**config.mk**
```make
export PLATFORM = sky130hd
export DESIGN_NAME = imem_boot_arbiter_flat
export DESIGN_NICKNAME = d
export VERILOG_FILES = /design/src/rtl/imem_boot_arbiter_if.sv /design/src/rtl/imem_boot_arbiter.sv /design/src/flat_wrapper.sv
export SDC_FILE = /design/constraint.sdc
export NUM_CORES = 1
export LEC_CHECK = 0
export ABC_AREA = 1
export ABC_CLOCK_PERIOD_IN_PS = 1400
export CORE_MARGIN = 1.5
export CORE_UTILIZATION = 30
export CTS_BUF_LIST = sky130_fd_sc_hd__clkbuf_16
export CTS_CLUSTER_SIZE = 8
export DETAILED_ROUTE_END_ITERATION = 8
export PLACE_DENSITY = 0.79
export SYNTH_ARGS = -nofsm -noshare
export SYNTH_HDL_FRONTEND = slang
export SYNTH_SLANG_ARGS = --single-unit
```
**constraint.sdc**
```tcl
create_clock -name Clk -period 1.4 [get_ports Clk]
set_input_delay 0.14 -clock Clk [delete_from_list [all_inputs] [get_ports Clk]]
set_output_delay 0.14 -clock Clk [all_outputs]
set_load 0.005 [all_outputs]
```
**src/rtl/imem_boot_arbiter_if.sv**
```systemverilog
// Bus bundle between the boot loader, the CPU fetch port, the instruction RAM and the arbiter.
// The arbiter takes the slave modport; the master modport is the loader/CPU/RAM side.
interface imem_boot_arbiter_if #(
  parameter int AW = 32,
  parameter int DW = 32
);
  logic          b_req;
  logic          b_we;
  logic [AW-1:0] b_addr;
  logic [DW-1:0] b_wdata;
  logic [3:0]    b_be;
  logic          b_gnt;

  logic          c_req;
  logic [AW-1:0] c_addr;
  logic          c_gnt;
  logic          c_rvalid;
  logic [DW-1:0] c_rdata;

  logic          mem_req;
  logic          mem_we;
  logic [AW-1:0] mem_addr;
  logic [DW-1:0] mem_wdata;
  logic [3:0]    mem_be;
  logic [DW-1:0] mem_rdata;

  modport slave (
    input  b_req, b_we, b_addr, b_wdata, b_be,
    output b_gnt,
    input  c_req, c_addr,
    output c_gnt, c_rvalid, c_rdata,
    output mem_req, mem_we, mem_addr, mem_wdata, mem_be,
    input  mem_rdata
  );

  modport master (
    output b_req, b_we, b_addr, b_wdata, b_be,
    input  b_gnt,
    output c_req, c_addr,
    input  c_gnt, c_rvalid, c_rdata,
    input  mem_req, mem_we, mem_addr, mem_wdata, mem_be,
    output mem_rdata
  );
endinterface

```
**src/rtl/imem_boot_arbiter.sv**
```systemverilog
// Hands the single-port instruction RAM to the UART boot loader while it holds the core in reset,
// and back to CPU fetch otherwise; ownership only moves once outstanding CPU reads have returned.
module imem_boot_arbiter #(
  parameter int MEM_LAT = 1
) (
  input  logic                Clk,
  input  logic                Rst,
  input  logic                boot_active_i,
  imem_boot_arbiter_if.slave  bus,
  output logic                owner_boot_o,
  output logic [31:0]         boot_wr_cnt_o,
  output logic [7:0]          boot_err_cnt_o
);

  typedef enum logic [1:0] {CPU_OWN, DRAIN, BOOT_OWN, RELEASE} state_e;

  state_e             state_q, state_d;
  logic [MEM_LAT-1:0] rd_pipe_q, rd_pipe_d;
  logic [31:0]        wr_cnt_q, wr_cnt_d;
  logic [7:0]         err_cnt_q, err_cnt_d;
  logic               c_gnt, b_gnt;

  always_ff @(posedge Clk) begin
    if (Rst) state_q <= CPU_OWN;
    else     state_q <= state_d;
  end

  // An abort (boot_active dropping) wins over a finished drain.
  always_comb begin
    state_d = state_q;
    case (state_q)
      CPU_OWN:  if (boot_active_i) state_d = DRAIN;
      DRAIN: begin
        if (!boot_active_i)         state_d = CPU_OWN;
        else if (rd_pipe_q == '0)   state_d = BOOT_OWN;
      end
      BOOT_OWN: if (!boot_active_i) state_d = RELEASE;
      RELEASE:  state_d = CPU_OWN;
      default:  state_d = CPU_OWN;
    endcase
  end

  always_comb begin
    c_gnt         = 1'b0;
    b_gnt         = 1'b0;
    bus.mem_req   = 1'b0;
    bus.mem_we    = 1'b0;
    bus.mem_addr  = bus.c_addr;
    bus.mem_wdata = '0;
    bus.mem_be    = 4'hF;
    case (state_q)
      CPU_OWN: begin
        c_gnt       = bus.c_req & ~boot_active_i;
        bus.mem_req = c_gnt;
      end
      BOOT_OWN: begin
        b_gnt         = bus.b_req;
        bus.mem_req   = bus.b_req & bus.b_we;
        bus.mem_we    = bus.b_we;
        bus.mem_addr  = bus.b_addr;
        bus.mem_wdata = bus.b_wdata;
        bus.mem_be    = bus.b_be;
      end
      default: ;
    endcase
    // Reset must silence every handshake regardless of the (possibly stale) state.
    if (Rst) begin
      c_gnt       = 1'b0;
      b_gnt       = 1'b0;
      bus.mem_req = 1'b0;
    end
  end

  always_comb begin
    rd_pipe_d = (rd_pipe_q << 1) | MEM_LAT'(c_gnt);
    wr_cnt_d  = wr_cnt_q;
    err_cnt_d = err_cnt_q;
    if (state_q == DRAIN && state_d == BOOT_OWN) wr_cnt_d = '0;
    else if (b_gnt && bus.b_we)                  wr_cnt_d = wr_cnt_q + 32'd1;
    if (b_gnt && !bus.b_we && err_cnt_q != 8'hFF) err_cnt_d = err_cnt_q + 8'd1;
  end

  always_ff @(posedge Clk) begin
    if (Rst) begin
      rd_pipe_q <= '0;
      wr_cnt_q  <= '0;
      err_cnt_q <= '0;
    end else begin
      rd_pipe_q <= rd_pipe_d;
      wr_cnt_q  <= wr_cnt_d;
      err_cnt_q <= err_cnt_d;
    end
  end

  assign bus.c_gnt    = c_gnt;
  assign bus.b_gnt    = b_gnt;
  assign bus.c_rvalid = rd_pipe_q[MEM_LAT-1] & ~Rst;
  assign bus.c_rdata  = bus.mem_rdata;

  assign owner_boot_o   = (state_q == BOOT_OWN);
  assign boot_wr_cnt_o  = wr_cnt_q;
  assign boot_err_cnt_o = err_cnt_q;

endmodule

```
**src/flat_wrapper.sv**
```systemverilog
// flat-port wrapper written by rule: the top's interface ports become plain ports
module imem_boot_arbiter_flat 
#(
  parameter int MEM_LAT = 1
)
  (Clk, Rst, boot_active_i, owner_boot_o, boot_wr_cnt_o, boot_err_cnt_o, bus_b_req, bus_b_we, bus_b_addr, bus_b_wdata, bus_b_be, bus_b_gnt, bus_c_req, bus_c_addr, bus_c_gnt, bus_c_rvalid, bus_c_rdata, bus_mem_req, bus_mem_we, bus_mem_addr, bus_mem_wdata, bus_mem_be, bus_mem_rdata);
  imem_boot_arbiter_if #(.AW(32), .DW(32)) bus_i ();
  input  logic Clk;
  input  logic Rst;
  input  logic boot_active_i;
  output logic owner_boot_o;
  output logic [31:0] boot_wr_cnt_o;
  output logic [7:0] boot_err_cnt_o;
  input wire logic [$bits(bus_i.b_req)-1:0] bus_b_req;
  input wire logic [$bits(bus_i.b_we)-1:0] bus_b_we;
  input wire logic [$bits(bus_i.b_addr)-1:0] bus_b_addr;
  input wire logic [$bits(bus_i.b_wdata)-1:0] bus_b_wdata;
  input wire logic [$bits(bus_i.b_be)-1:0] bus_b_be;
  output wire logic [$bits(bus_i.b_gnt)-1:0] bus_b_gnt;
  input wire logic [$bits(bus_i.c_req)-1:0] bus_c_req;
  input wire logic [$bits(bus_i.c_addr)-1:0] bus_c_addr;
  output wire logic [$bits(bus_i.c_gnt)-1:0] bus_c_gnt;
  output wire logic [$bits(bus_i.c_rvalid)-1:0] bus_c_rvalid;
  output wire logic [$bits(bus_i.c_rdata)-1:0] bus_c_rdata;
  output wire logic [$bits(bus_i.mem_req)-1:0] bus_mem_req;
  output wire logic [$bits(bus_i.mem_we)-1:0] bus_mem_we;
  output wire logic [$bits(bus_i.mem_addr)-1:0] bus_mem_addr;
  output wire logic [$bits(bus_i.mem_wdata)-1:0] bus_mem_wdata;
  output wire logic [$bits(bus_i.mem_be)-1:0] bus_mem_be;
  input wire logic [$bits(bus_i.mem_rdata)-1:0] bus_mem_rdata;
  assign bus_i.b_req = bus_b_req;
  assign bus_i.b_we = bus_b_we;
  assign bus_i.b_addr = bus_b_addr;
  assign bus_i.b_wdata = bus_b_wdata;
  assign bus_i.b_be = bus_b_be;
  assign bus_b_gnt = bus_i.b_gnt;
  assign bus_i.c_req = bus_c_req;
  assign bus_i.c_addr = bus_c_addr;
  assign bus_c_gnt = bus_i.c_gnt;
  assign bus_c_rvalid = bus_i.c_rvalid;
  assign bus_c_rdata = bus_i.c_rdata;
  assign bus_mem_req = bus_i.mem_req;
  assign bus_mem_we = bus_i.mem_we;
  assign bus_mem_addr = bus_i.mem_addr;
  assign bus_mem_wdata = bus_i.mem_wdata;
  assign bus_mem_be = bus_i.mem_be;
  assign bus_i.mem_rdata = bus_mem_rdata;
  imem_boot_arbiter #(.MEM_LAT(MEM_LAT)) u_core (.Clk(Clk), .Rst(Rst), .boot_active_i(boot_active_i), .bus(bus_i), .owner_boot_o(owner_boot_o), .boot_wr_cnt_o(boot_wr_cnt_o), .boot_err_cnt_o(boot_err_cnt_o));
endmodule
```
== Word-level counts from Yosys, hierarchy flattened ==
Cells that the tools add are included.

* Register bits after elaboration: 43
* Input bits: 138
* Output and inout bits: 146
* Logic and storage cells: 38

* $add $sub $neg: 2
* Eq/ne operators: 5
* Multiplexer cells: 15
* Bitwise operators: 5
* Reduce and logical (&&, ||, !) cells: 7

{| class="wikitable"
|+ Operator list
! cell !! count
|-
| $mux W32 || 2
|-
| $add A32 B1 Y32 const B || 1
|-
| $add A8 B1 Y8 const B || 1
|-
| $mux W2 || 4
|-
| $ne A8 B8 Y1 const B || 1
|-
| $pmux W2 S4 || 1
|-
| $eq A2 B2 Y1 const B || 3
|-
| $mux W1 || 6
|-
| $logic_and A1 B1 Y1 || 4
|-
| $mux W4 || 1
|-
| $and A1 B1 Y1 || 3
|-
| $eq A2 B1 Y1 const B || 1
|-
| $logic_not A2 Y1 || 1
|-
| $not A1 Y1 || 2
|-
| $pmux W1 S2 || 1
|-
| $reduce_or A2 Y1 || 1
|-
| $logic_not A1 Y1 || 1
|}

== Depth between registers and ports, before layout ==
Gate-level depths: netlist of the first run.

* Depth in word-level cells: 6
* Gate-level depth with buffers: 9

== Least setup slack after synthesis of the first run ==
No wires, ideal clock.

* Path type: flip-flop to flip-flop
* From: reg u_core.wr_cnt_q[0] (netlist: u_core.boot_wr_cnt_o[0])
* To: reg u_core.wr_cnt_q[22] (netlist: u_core.boot_wr_cnt_o[22])
* Setup time: 112 ps
* Data arrival time: 1358 ps
* Required time: 1288 ps
* Slack: -70 ps
* Cell stages (with the launch flop): 9
* Path buffers: 0
* Cell sequence: dfxtp_1 > ha_1 > nand2_1 > nor2_2 > nand3_1 > nor2_4 > nand2_1 > o21ai_2 > nor2_1

* Word-level cells in the longest chain between the ends: 1

{| class="wikitable"
|+ Ends and longest elaborated chain
! what !! RTL line !! RTL
|-
| from (decl) || imem_boot_arbiter.sv:19 || <nowiki>logic [31:0] wr_cnt_q, wr_cnt_d;</nowiki>
|-
| from (signal assigned) || imem_boot_arbiter.sv:90 || <nowiki>wr_cnt_q <= wr_cnt_d;</nowiki>
|-
| $add A32 B1 Y32 || imem_boot_arbiter.sv:79 || <nowiki>else if (b_gnt && bus.b_we) wr_cnt_d = wr_cnt_q + 32'd1;</nowiki>
|}

No other way between the ends.
A chain may end at the register's enable or synchronous reset.

== Final worst setup path of the first run ==
* From: reg u_core.state_q[1]
* To: reg u_core.wr_cnt_q[13] (netlist: u_core.boot_wr_cnt_o[13])

* Word-level cells in the longest chain between the ends: 6
* Elaborated cells on any way between the ends: 15

{| class="wikitable"
|+ Ends and longest elaborated chain
! what !! RTL line !! RTL
|-
| from (decl) || imem_boot_arbiter.sv:17 || <nowiki>state_e state_q, state_d;</nowiki>
|-
| from (signal assigned) || imem_boot_arbiter.sv:25 || <nowiki>else state_q <= state_d;</nowiki>
|-
| $mux W2 || imem_boot_arbiter.sv:35 || <nowiki>else if (rd_pipe_q == '0) state_d = BOOT_OWN;</nowiki>
|-
| $mux W2 || imem_boot_arbiter.sv:34 || <nowiki>if (!boot_active_i) state_d = CPU_OWN;</nowiki>
|-
| $pmux W2 S4 || imem_boot_arbiter.sv:31 || <nowiki>case (state_q)</nowiki>
|-
| $eq A2 B2 Y1 || imem_boot_arbiter.sv:78 || <nowiki>if (state_q == DRAIN && state_d == BOOT_OWN) wr_cnt_d = '0;</nowiki>
|-
| $logic_and A1 B1 Y1 || imem_boot_arbiter.sv:78 ||
|-
| $reduce_or A2 Y1 (no line) || n/a ||
|}

Parallel ways exist; a longest one is shown, timed or not.

==> results of run 1 <==
[final timing paths]
check	endpoint	slack [ns]	cells past startpoint
worst min-delay path	bus_c_rdata[18]	0.28	0
worst min register to register	u_core.boot_wr_cnt_o[16]$_SDFFE_PP0P_	0.51	2
worst max-delay path	u_core.boot_wr_cnt_o[13]$_SDFFE_PP0P_	-0.21	10
worst max register to register	u_core.boot_wr_cnt_o[13]$_SDFFE_PP0P_	-0.21	10
[metrics by stage]
step                cell area, sq um  cells  setup slack, ns  TNS, ns  hold WS, ns
floorplan                       3413    595          0.03179        0       0.2173
CTS                             6680   1013          -0.1661   -4.573       0.2800
global route                    7665   1042          -0.3284   -14.83       0.2800
detailed placement              6073    979          -0.3650   -21.14       0.2800
finish                          7665   1042          -0.2093   -8.597       0.2800
global placement                6073    979          -0.3317   -19.63       0.2800
[sequential cells by signal (all words and copies together), names as in the netlist]
| name | cells |
|---|---|
| u_core.rd_pipe_q | 1 |
| u_core.boot_err_cnt_o | 8 |
| u_core.state_q | 2 |
| u_core.boot_wr_cnt_o | 32 |
[Yosys cell counts (all sizes together)]
cell type	n
a21oi	25
ha	2
nor3b	2
a31oi	1
nor2	115
o21ai	8
and2	2
nor3	7
nand3	31
or2	4
nand4	9
nand2	206
xor2	2
clkbuf	8
buf	38
dfxtp	43
xnor2	6
inv	86
[cells by family (layout without fill, tap and decap cells)]
kind of cell / Yosys count / after routing / synth area share (%)
compound gates: 34 / 34 / 5.273
xor+xnor: 8 / 8 / 2.065
fa+ha+maj: 2 / 2 / 0.7373
buf+inv: 132 / 438 / 18.95
flops: 43 / 43 / 25.37
other cells: 0 / 1 / 0
simple gates: 376 / 376 / 47.60
[report_power, final]
group	switching (mW)	leakage, nW	internal, mW	total, mW
Clock	0.526	0.0838	0.842	1.37
Combinational	0.517	3.33	0.697	1.21
Sequential	0.00785	0.363	1.22	1.23
[worst max-delay path, stage by stage, from the launching register on]
cell,delay [ns]
dfxtp_4,0.38
buf_6,0.14
nand3_4,0.10
nor2_8,0.14
buf_12,0.16
nand3_4,0.09
nor2_4,0.20
nand2_1,0.09
nand2_1,0.06
inv_1,0.05
nor2_1,0.12
[layer usage]
layer	global-route usage [%]	wire length (um)	vias to the layer above
li1	-	-	2383
met1	27.63	6180	2410
met2	52.17	10480	360
met3	4.149	1522	84
met4	9.184	1100	0
met5	0	0	-
[cell type report]
| type | count | area [sq um] |
|---|---|---|
| inverter | 86 | 357.8 |
| sequential | 43 | 909.6 |
| multi-input combinational | 420 | 2719 |
| tap | 140 | 175.2 |
| fill | 805 | 3271 |
| antenna | 1 | 2.502 |
| clock buffer | 5 | 125.1 |
| clock inverter | 3 | 43.79 |
| timing repair buffer | 344 | 3332 |
[repair_timing]
| action | 4_1_cts | 5_1_grt |
|---|---|---|
| buffers inserted | 22 | 28 |
| setup endpoints to repair | 123 | 135 |
| gates resized for setup | 450 | 219 |
| gates cloned | 6 | 3 |
| pin swaps | 50 | 68 |
==> results.ini, run 1 <==
[power_and_ir_drop]
leakage_nw = 3.776
p_per_area_mw_per_mm2 = 497.2
ir_drop_mv = 0.7704
p_total_mw = 3.811

[flow_run]
cap_violations = 0

[cells_and_area]
final_common_cell = clkdlybuf4s50_1
mostFrequentLayoutCells = clkdlybuf4s50_1 (124), nand2_1 (121), buf_4 (77), inv_1 (75), nor2_1 (66)
drive_gt1_share_pct = 48.17
area_delta_synth_final_pct = 125.9
nets = 1040
finish.utilization_pct = 70.09

[detailed_routing]
drt-total-wl_mm = 19.29
vias = 5237
ant_nets = 0
drtPass1Iterations = 7
vias_per_cell = 5.026
first_iter_violations = 380
drcViolationCount = 0
wl_per_cell_um = 18.51

[clock_tree]
numCtsBuffers = 5
cts-root-buf = clkbuf_16
clock_latency_ns = 0.29
clock_sinks = 43
cts_tree = built
clockBufferDepth = 2
htree_levels = 2
clk_pin_slew_ns = 0.07
cts_hold_buf = 0

[floorplanning]
initial_utilization_pct = 31.03
pin_count = 284
die_h_um = 109.4
die_w_um = 109.4
rows = 38
core_area_sq_mm = 0.01094
die-area_sq_mm = 0.01196

[timing]
fmax_mhz = 621.4
rsz0062_at_grt = true
setup_viol = 114
finalWorstPathRequiredPeriod_ns = 1.609
slew_headroom_pct = 76.51
tightest_slew_ns = 0.3510
min_period_over_period_pct = 114.9
fin_ws_ns = -0.2093
slew_violations = 0
finalHoldViolCount = 0
fin_skew_ns = 0.007976

[outcome]
violations = setup timing
status = complete, but fails checks

[setup_path]
arrival_ns = 1.83
critPathCaptureType = flop
worstReg2RegStart = u_core.state_q[1]$_SDFF_PP0_
crit_type = flop to flop
cp.required_ns = 1.62
critical_path_peak_fanout = 6
cp-start-kind = flop
startpoint = u_core.state_q[1]$_SDFF_PP0_

[synthesis]
synth_nets = 735
synth_seq_area_share_pct = 25.37
synth.distinct_cells = 31
yosys.area.top_type = dfxtp_1
ys_warn_count = 0
synthCells = 595
syn-cell-area_sq_mm = 0.003393
synthTopCellsByArea = dfxtp_1 (25%), nand2_1 (22%), nor2_1 (11%), inv_1 (9.1%), buf_4 (7.1%)
yosysTopAreaCellShare_pct = 25.37
ys_seq_elements = 43
avgSynthCellArea_sq_um = 5.703

[global_route]
grt-ovfl-total = 0
grt_usage_pct = 26.34
grt_pass1_vias = 4521
grt_first_pass_wirelength_mm = 23.90
antenna_found_initial = 1
grt_max_degree = 18

[placement]
io_buffers = 219
gp_congestion = 0.9066
dp_hpwl_mm = 11.99

[worst_hold_path]
hp-class = input pin to output port
min_from = bus_mem_rdata[18]

No activity file was read; power rests on OpenSTA's default activity.
==> run 2: changes to the inputs <==
--- a/config.mk
+++ b/config.mk
@@ -12,7 +12,7 @@
 export CTS_BUF_LIST = sky130_fd_sc_hd__clkbuf_16
 export CTS_CLUSTER_SIZE = 8
 export DETAILED_ROUTE_END_ITERATION = 8
-export PLACE_DENSITY = 0.79
+export PLACE_DENSITY = 0.76
 export SYNTH_ARGS = -nofsm -noshare
 export SYNTH_HDL_FRONTEND = slang
 export SYNTH_SLANG_ARGS = --single-unit
==> results.ini, run 2 (synthesis gave the netlist of run 1 again) <==
[setup_path]
cp_top_family = simple AND/OR/NAND/NOR gates
cp.depth = 8
worstSetupEndpoint = u_core.boot_wr_cnt_o[29]$_SDFFE_PP0P_
crit_path_top_delay_cell = dfxtp_2
cp_cell_sequence = buf_4, inv_1, nor2_4, nand3_1, nor3_1, nand3_2, nand2_1, nor2_1
critPathCaptureType = flop
r2r_slack_ns = -0.24
crit_type = flop to flop
cp-start-kind = flop
startpoint = u_core.boot_wr_cnt_o[0]$_SDFFE_PP0P_
cp.required_ns = 1.57
arrival_ns = 1.81
critical_path_peak_fanout = 4
rr_endpoint = u_core.boot_wr_cnt_o[29]$_SDFFE_PP0P_
critPathBufInv = 2
worstReg2RegStart = u_core.boot_wr_cnt_o[0]$_SDFFE_PP0P_
reg2reg_depth = 8
max_stage_delay_ns = 0.36

[power_and_ir_drop]
pwr-share-comb_pct = 34.5
p_sw_share_pct = 27.72
ir_drop_mv = 0.5588
power.internal_mw = 2.603
leakage_nw = 3.647
p_switching_mw = 0.9983
p_total_mw = 3.601
p_per_area_mw_per_mm2 = 478.6
pwr-share-clk_pct = 31.2
pwr-share-seq_pct = 34.3

[clock_tree]
cts_tree = built
clock_sinks = 43
clock_latency_ns = 0.29
clockBufferDepth = 2
clk_pin_slew_ns = 0.06
cts-root-buf = clkbuf_16
cts_hold_buf = 0
htree_levels = 2
numCtsBuffers = 5

[detailed_routing]
dr.max_layer_used = met4
vias = 5006
drcViolationCount = 0
dr_wl_met3_mm = 1.323
drtPass1Iterations = 6
vias_per_cell = 4.832
first_iter_violations = 324
drt-total-wl_mm = 17.83
wl_met1_mm = 5.984
wl_per_cell_um = 17.21
ant_nets = 0
route.met2.wl_mm = 9.826

[cells_and_area]
mostFrequentLayoutCells = nand2_1 (130), clkdlybuf4s50_1 (127), inv_1 (74), nor2_1 (70), nand2_2 (63)
multi_input_area_sq_mm = 0.002604
nets = 1036
drive_gt1_share_pct = 46.09
fillers = 815
largest_reg_flops = 32
final_common_cell = nand2_1
antenna_cells = 0
ff_latch_area_sq_um = 908.4
area_delta_synth_final_pct = 121.7

[global_route]
grt-ovfl-total = 0
antenna_found_initial = 0
grt_usage_pct = 25.82
grt_pass1_vias = 4508
grt_max_degree = 16
grt_first_pass_wirelength_mm = 23.20

[placement]
gp_congestion = 0.8713
io_buffers = 219
dp_hpwl_mm = 11.68

[timing]
rsz0062_at_grt = true
finalHoldViolCount = 0
fin_skew_ns = 0.005176
hold-worst-slack_ns = 0.2800
fin_ws_ns = -0.2380
setup_viol = 100
slew_headroom_pct = 77.01
finalWorstPathRequiredPeriod_ns = 1.638
min_period_over_period_pct = 117.0
fmax_mhz = 610.5
tightest_slew_ns = 0.3436
slew_violations = 0

[floorplanning]
die_h_um = 109.4
die_w_um = 109.4
pin_count = 284
die-area_sq_mm = 0.01196
initial_utilization_pct = 31.03
core_area_sq_mm = 0.01094
rows = 38

[worst_hold_path]
hp-class = input pin to output port

[flow_run]
cap_violations = 0

[outcome]
violations = setup timing
status = complete, but fails checks

==> run 2: worst min-delay path by stage <==
| stage | start | end | slack (ns) | depth (start not counted) |
|---|---|---|---|---|
| 2_1_floorplan | Rst | u_core.state_q[0]$_SDFF_PP0_ | 0.22 | 1 |
| 3_3_place_gp | bus_mem_rdata[20] | bus_c_rdata[20] | 0.28 | 0 |
| 3_5_place_dp | bus_mem_rdata[20] | bus_c_rdata[20] | 0.28 | 0 |
| 4_1_cts | bus_mem_rdata[20] | bus_c_rdata[20] | 0.28 | 0 |
| 5_1_grt | bus_mem_rdata[18] | bus_c_rdata[18] | 0.28 | 0 |
| 6_report | bus_mem_rdata[18] | bus_c_rdata[18] | 0.28 | 0 |
==> run 2: power groups by stage <==
| stage | logic, mW | registers [mW] | clock network, mW |
|---|---|---|---|
| 6_report | 1.24 | 1.24 | 1.12 |
| 5_1_grt | 1.31 | 1.24 | 1.17 |
| 4_1_cts | 1.11 | 1.23 | 1.12 |
| 3_5_place_dp | 0.933 | 1.26 | 0 |
| 3_3_place_gp | 0.929 | 1.26 | 0 |
| 2_1_floorplan | 0.314 | 1.26 | 0 |
==> run 2: cell type report <==
class / count / share of cell area (%)
Sequential cell: 43 / 12.07
Tap cell: 140 / 2.328
Multi-Input combinational cell: 420 / 34.61
Timing Repair Buffer: 340 / 44.55
Clock buffer: 5 / 1.663
Clock inverter: 2 / 0.1164
Inverter: 86 / 4.657
==> run 2: layer usage <==
metal,vias to the layer above,GRT usage (%)
li1,2368,-
met2,298,51.29
met5,-,0
met3,72,4.861
met1,2268,26.89
met4,0,7.978
==> run 2: metrics by stage <==
step                util (%)  setup slack (ns)  std cells  instance area (sq um)  setup TNS, ns
finish                 68.80           -0.2380       1036                   7523         -10.26
CTS                    63.27           -0.2173       1021                   6919         -10.47
global route           68.80           -0.3169       1036                   7523         -16.04
detailed placement     55.03           -0.3755        970                   6018         -19.87
global placement       55.03           -0.3706        970                   6018         -18.65
floorplan                  -           0.03179        595                   3413              0
==> run 2: timing repair <==
action | in CTS | in global routing
gates cloned | 7 | 2
resized for setup | 473 | 169
setup buffers | 37 | 23
pin swaps | 49 | 45
setup endpoints to repair | 115 | 139
==> run 2: worst register-to-register path: cells and delay by family (launching register included) <==
family	cells	cell delay, ns
AND/OR/NAND/NOR	6	0.94
flip-flops	1	0.36
buffers and inverters	2	0.23
==> run 3: changes to the inputs <==
--- a/config.mk
+++ b/config.mk
@@ -7,12 +7,12 @@
 export LEC_CHECK = 0
 export ABC_AREA = 1
 export ABC_CLOCK_PERIOD_IN_PS = 1400
-export CORE_MARGIN = 1.5
-export CORE_UTILIZATION = 30
+export CORE_AREA = 2 2 110 112
 export CTS_BUF_LIST = sky130_fd_sc_hd__clkbuf_16
 export CTS_CLUSTER_SIZE = 8
 export DETAILED_ROUTE_END_ITERATION = 8
-export PLACE_DENSITY = 0.76
+export DIE_AREA = 0 0 112 114
+export PLACE_DENSITY = 0.74
 export SYNTH_ARGS = -nofsm -noshare
 export SYNTH_HDL_FRONTEND = slang
 export SYNTH_SLANG_ARGS = --single-unit
==> results.ini, run 3 (synthesis gave the netlist of run 1 again) <==
[detailed_routing]
wl_per_cell_um = 15.39
first_iter_violations = 228
drt-total-wl_mm = 15.91
drtPass1Iterations = 4
drcViolationCount = 0
ant_nets = 0
vias_per_cell = 4.583
vias = 4739

[setup_path]
reg2reg_depth = 11
cp_cell_sequence = inv_4, nand2_8, buf_6, buf_12, buf_12, nand2_4, nand2_2, buf_6
cp.required_ns = 1.26
crit_path_top_delay_cell = dfxtp_2
worstReg2RegStart = u_core.state_q[0]$_SDFF_PP0_
cp-start-kind = flop
critical_path_peak_fanout = 7
max_stage_delay_ns = 0.32
crit_type = flop to output port
startpoint = u_core.state_q[0]$_SDFF_PP0_
arrival_ns = 1.43
rr_endpoint = u_core.boot_wr_cnt_o[22]$_SDFFE_PP0P_
r2r_slack_ns = -0.15
critPathCaptureType = output port

[timing]
setup_viol = 82
finalHoldViolCount = 0
rsz0062_at_grt = true
slew_violations = 0
fmax_mhz = 636.5
finalWorstPathRequiredPeriod_ns = 1.571
fin_ws_ns = -0.1710
tightest_slew_ns = 0.3217
min_period_over_period_pct = 112.2
fin_skew_ns = 0.003790
slew_headroom_pct = 78.50

[clock_tree]
clock_sinks = 43
clk_pin_slew_ns = 0.06
cts-root-buf = clkbuf_16
clockBufferDepth = 2
htree_levels = 2
numCtsBuffers = 5
clock_latency_ns = 0.29
cts_hold_buf = 0
cts_tree = built

[cells_and_area]
drive_gt1_share_pct = 44.42
mostFrequentLayoutCells = nand2_1 (127), clkdlybuf4s50_1 (127), inv_1 (77), nor2_1 (68), buf_4 (63)
ff_latch_area_sq_um = 898.4
area_delta_synth_final_pct = 119.2
multi_input_area_sq_mm = 0.002666
finish.utilization_pct = 63.53
fillers = 957
antenna_cells = 0
largest_reg_flops = 32
nets = 1026

[worst_hold_path]
min_from = bus_mem_rdata[18]
hp-class = input pin to output port
whs_path_depth = 0
hold_end = bus_c_rdata[18]

[floorplanning]
initial_utilization_pct = 28.97
die_w_um = 112
pin_count = 284
rows = 40
core_area_sq_mm = 0.01171
die_h_um = 114
die-area_sq_mm = 0.01277

[flow_run]
cap_violations = 0

[placement]
preCtsSetupSlack_ns = -0.3774
dp_hpwl_mm = 11.15
gp_congestion = 0.8999
io_buffers = 219

[global_route]
grt_first_pass_wirelength_mm = 22.80
grt_pass1_vias = 4618
grt_max_degree = 20
grt_usage_pct = 22.13
antenna_found_initial = 0
grt-ovfl-total = 0

[power_and_ir_drop]
leakage_nw = 3.579
ir_drop_mv = 0.5710
p_per_area_mw_per_mm2 = 481.6

[outcome]
violations = setup timing
status = complete, but fails checks

==> run 3: cell types whose count changed in the layout (fill, tap and decap cells not counted), moves of 6 or more <==
cell | before | now
nand2_2 | 63 | 53
nand2_4 | 11 | 24
buf_8 | 1 | 11
dfxtp_1 | 9 | 17
buf_4 | 55 | 63
buf_6 | 62 | 45
buf_2 | 51 | 45
dfxtp_2 | 32 | 24
==> run 3: what timing repair did <==
item	CTS	global route
pin swaps	29	56
resized for setup	439	213
endpoints found under the setup margin	120	125
gates cloned	6	2
buffers inserted	21	16
==> run 3: final cells by class <==
type	count	area share (%)
Timing Repair Buffer	330	43.16
Multi-Input combinational cell	420	35.84
Sequential cell	43	12.08
Inverter	86	4.608
Tap cell	147	2.472
Clock buffer	5	1.682
Clock inverter	3	0.1682
==> run 3: worst max path at each step <==
stage | endpoint | slack (ns) | cells past startpoint
after floorplan | u_core.boot_wr_cnt_o[22]$_SDFFE_PP0P_ | 0.03 | 8
after global placement | bus_mem_req | -0.36 | 7
after detailed placement | bus_mem_req | -0.38 | 7
after CTS | bus_mem_addr[30] | -0.19 | 9
after global routing | u_core.boot_wr_cnt_o[30]$_SDFFE_PP0P_ | -0.24 | 10
final | bus_mem_addr[23] | -0.17 | 8
==> run 3: per-stage QoR <==
stage	cell area [sq um]	hold slack [ns]	power [mW]	cells	setup TNS (ns)
after floorplan	3413	0.2173	1.575	595	0
after global routing	7440	0.2800	3.702	1034	-12.35
after global placement	6045	0.2800	2.167	986	-17.55
after CTS	6660	0.2800	3.381	1021	-9.081
after detailed placement	6045	0.2800	2.173	986	-19.63
final	7440	0.2800	3.583	1034	-7.631
==> run 3: metal layers <==
layer | global-route usage [%] | vias to the layer above | share of wire [%]
met3 | 4.198 | 28 | 5.8
met2 | 42.79 | 190 | 54
li1 | - | 2345 | -
met5 | 0 | - | 0
met4 | 5.854 | 0 | 2.4
met1 | 24.83 | 2176 | 38
==> run 3: report_power, final <==
| group | internal (mW) | switching [mW] | leakage, nW |
|---|---|---|---|
| clock network | 0.646 | 0.489 | 0.0762 |
| registers | 1.23 | 0.00787 | 0.360 |
| logic | 0.707 | 0.506 | 3.14 |
| total | 2.58 | 1.00 | 3.58 |
==> run 3: critical path: cells and delay by family, from the launching register on <==
family                 cells  cell delay, ns
buffers and inverters      5            0.61
flip-flops                 1            0.32
AND/OR/NAND/NOR            3            0.19
==> patch: new RTL, settings of run 3 <==
Reset style: asynchronous (`Rst`), changed in 2 clocked blocks.
--- a/src/rtl/imem_boot_arbiter.sv
+++ b/src/rtl/imem_boot_arbiter.sv
@@ -21,5 +21,5 @@
   logic               c_gnt, b_gnt;
 
-  always_ff @(posedge Clk) begin
+  always_ff @(posedge Clk or posedge Rst) begin
     if (Rst) state_q <= CPU_OWN;
     else     state_q <= state_d;
@@ -81,5 +81,5 @@
   end
 
-  always_ff @(posedge Clk) begin
+  always_ff @(posedge Clk or posedge Rst) begin
     if (Rst) begin
       rd_pipe_q <= '0;
Formal check against the unedited RTL: differs if Rst is asserted again (counterexample within 4 cycles, from zero or initial values and one cycle with Rst high); with Rst held inactive, the same outputs for 10 cycles.
==> patch against run 3 <==
The flow still finishes with violations (setup timing). Synthesized area increased by 2.1%. Clock skew increased by 2.1 ps. Hold slack got worse by 51 ps. Sequential cell count unchanged. Final area increased by 4.7%. Wire length increased by 17%. Critical endpoint is now bus_mem_wdata[3]. Sequential share of layout area increased by 1.9 points. Worst setup slack got worse by 220 ps.
Power is not compared: it rests on default switching activity, and its combinational part moved more than twofold at a synthesized area within 25%.
==> patch: results (changes against run 3) <==
routing:
  drt_iter0_drc: 455  # +100%
  drt_first_pass_iters: 5  # +1
  wire_per_inst_um: 18.08  # +17%
  vias: 5064  # +6.9%
  met2RoutedLength_um: 9614  # +12%
sta:
  clock_skew_ps: 5.842  # +2.052 ps
  setup_ws_ps: -391.3  # -220.4 ps
  fin_setup_tns_ps: -26830  # -19200 ps
  setup_violations: 115  # +40%
  max_slew_margin: 0.6109  # -0.1741
run_status:
  status: "finished with violations"
  violations: "setup timing"
layout:
  stdcell_count: 1028  # -0.58%
  clk_share: 0.01767  # -0.0008320
  multi_input_area_share: 0.3346  # -0.02383
  seq_cell_count: 43  # unchanged
  fill_cells: 916  # -4.3%
synthesis:
  synthCells: 570  # -4.2%
  yosysSeqAreaShare: 0.3107  # +0.05701
  mappedNetlistNets: 710  # -3.4%
  synthTopCellsByArea: "dfrtp_1, nand2_1, nor2_1"
critical_path:
  regToRegStartpoint: "u_core.state_q[0]"
  critPathMaxFanout: 6  # -1
  crit_path_end: "bus_mem_wdata[3]"
  rrSetupSlack_ps: -360  # -210 ps
  arrival_ps: 1650  # +220 ps
global_route:
  use_met3: 0.05685  # +0.01488
  track_usage: 0.2457  # +0.02442
  first_global_vias: 4748  # +2.8%
  grt_max_degree: 44  # +120%
  grtUsageMet2: 0.4626  # +0.03475
  grt_pass1_wl_um: 24810  # +8.8%
  grt_use_met1: 0.2740  # +0.02572
hold_path:
  hold_class: "in2async"
clock_network:
  cts_resized: 460  # +4.8%
## patch: where the power goes
group / internal (mW) / switching [mW] / total, mW
clock network: 0.646 / 0.513 / 1.16
registers: 1.37 / 0.109 / 1.47
logic: 3.34 / 2.72 / 6.07
total: 5.35 / 3.35 / 8.70
## patch: kinds of logic (layout without fill, tap and decap cells)
kind of cell / after synthesis / count (layout) / share of synthesized area
DFF: 43 / 43 / 0.3107
buffers and inverters: 124 / 433 / 0.1727
AOI/OAI and AO/OA: 33 / 33 / 0.04913
xor gates and xnor gates: 3 / 3 / 0.007588
adders and majority gates: 2 / 2 / 0.007224
and+or+nand+nor: 365 / 367 / 0.4527
## patch: critical path: stages (launching register included)
cell	delay, ps
dfrtp_1	420
nor2_4	160
inv_4	70
buf_12	140
buf_12	130
buf_12	140
buf_12	120
nor2_4	60
buf_2	110
## patch: metrics by stage
step                instance area (um2)  hold WS, ps
floorplan                          3471       -13.77
global placement                   6037        280.0
detailed placement                 6037        280.0
CTS                                6985        243.3
global route                       7790        280.0
finish                             7790        229.4
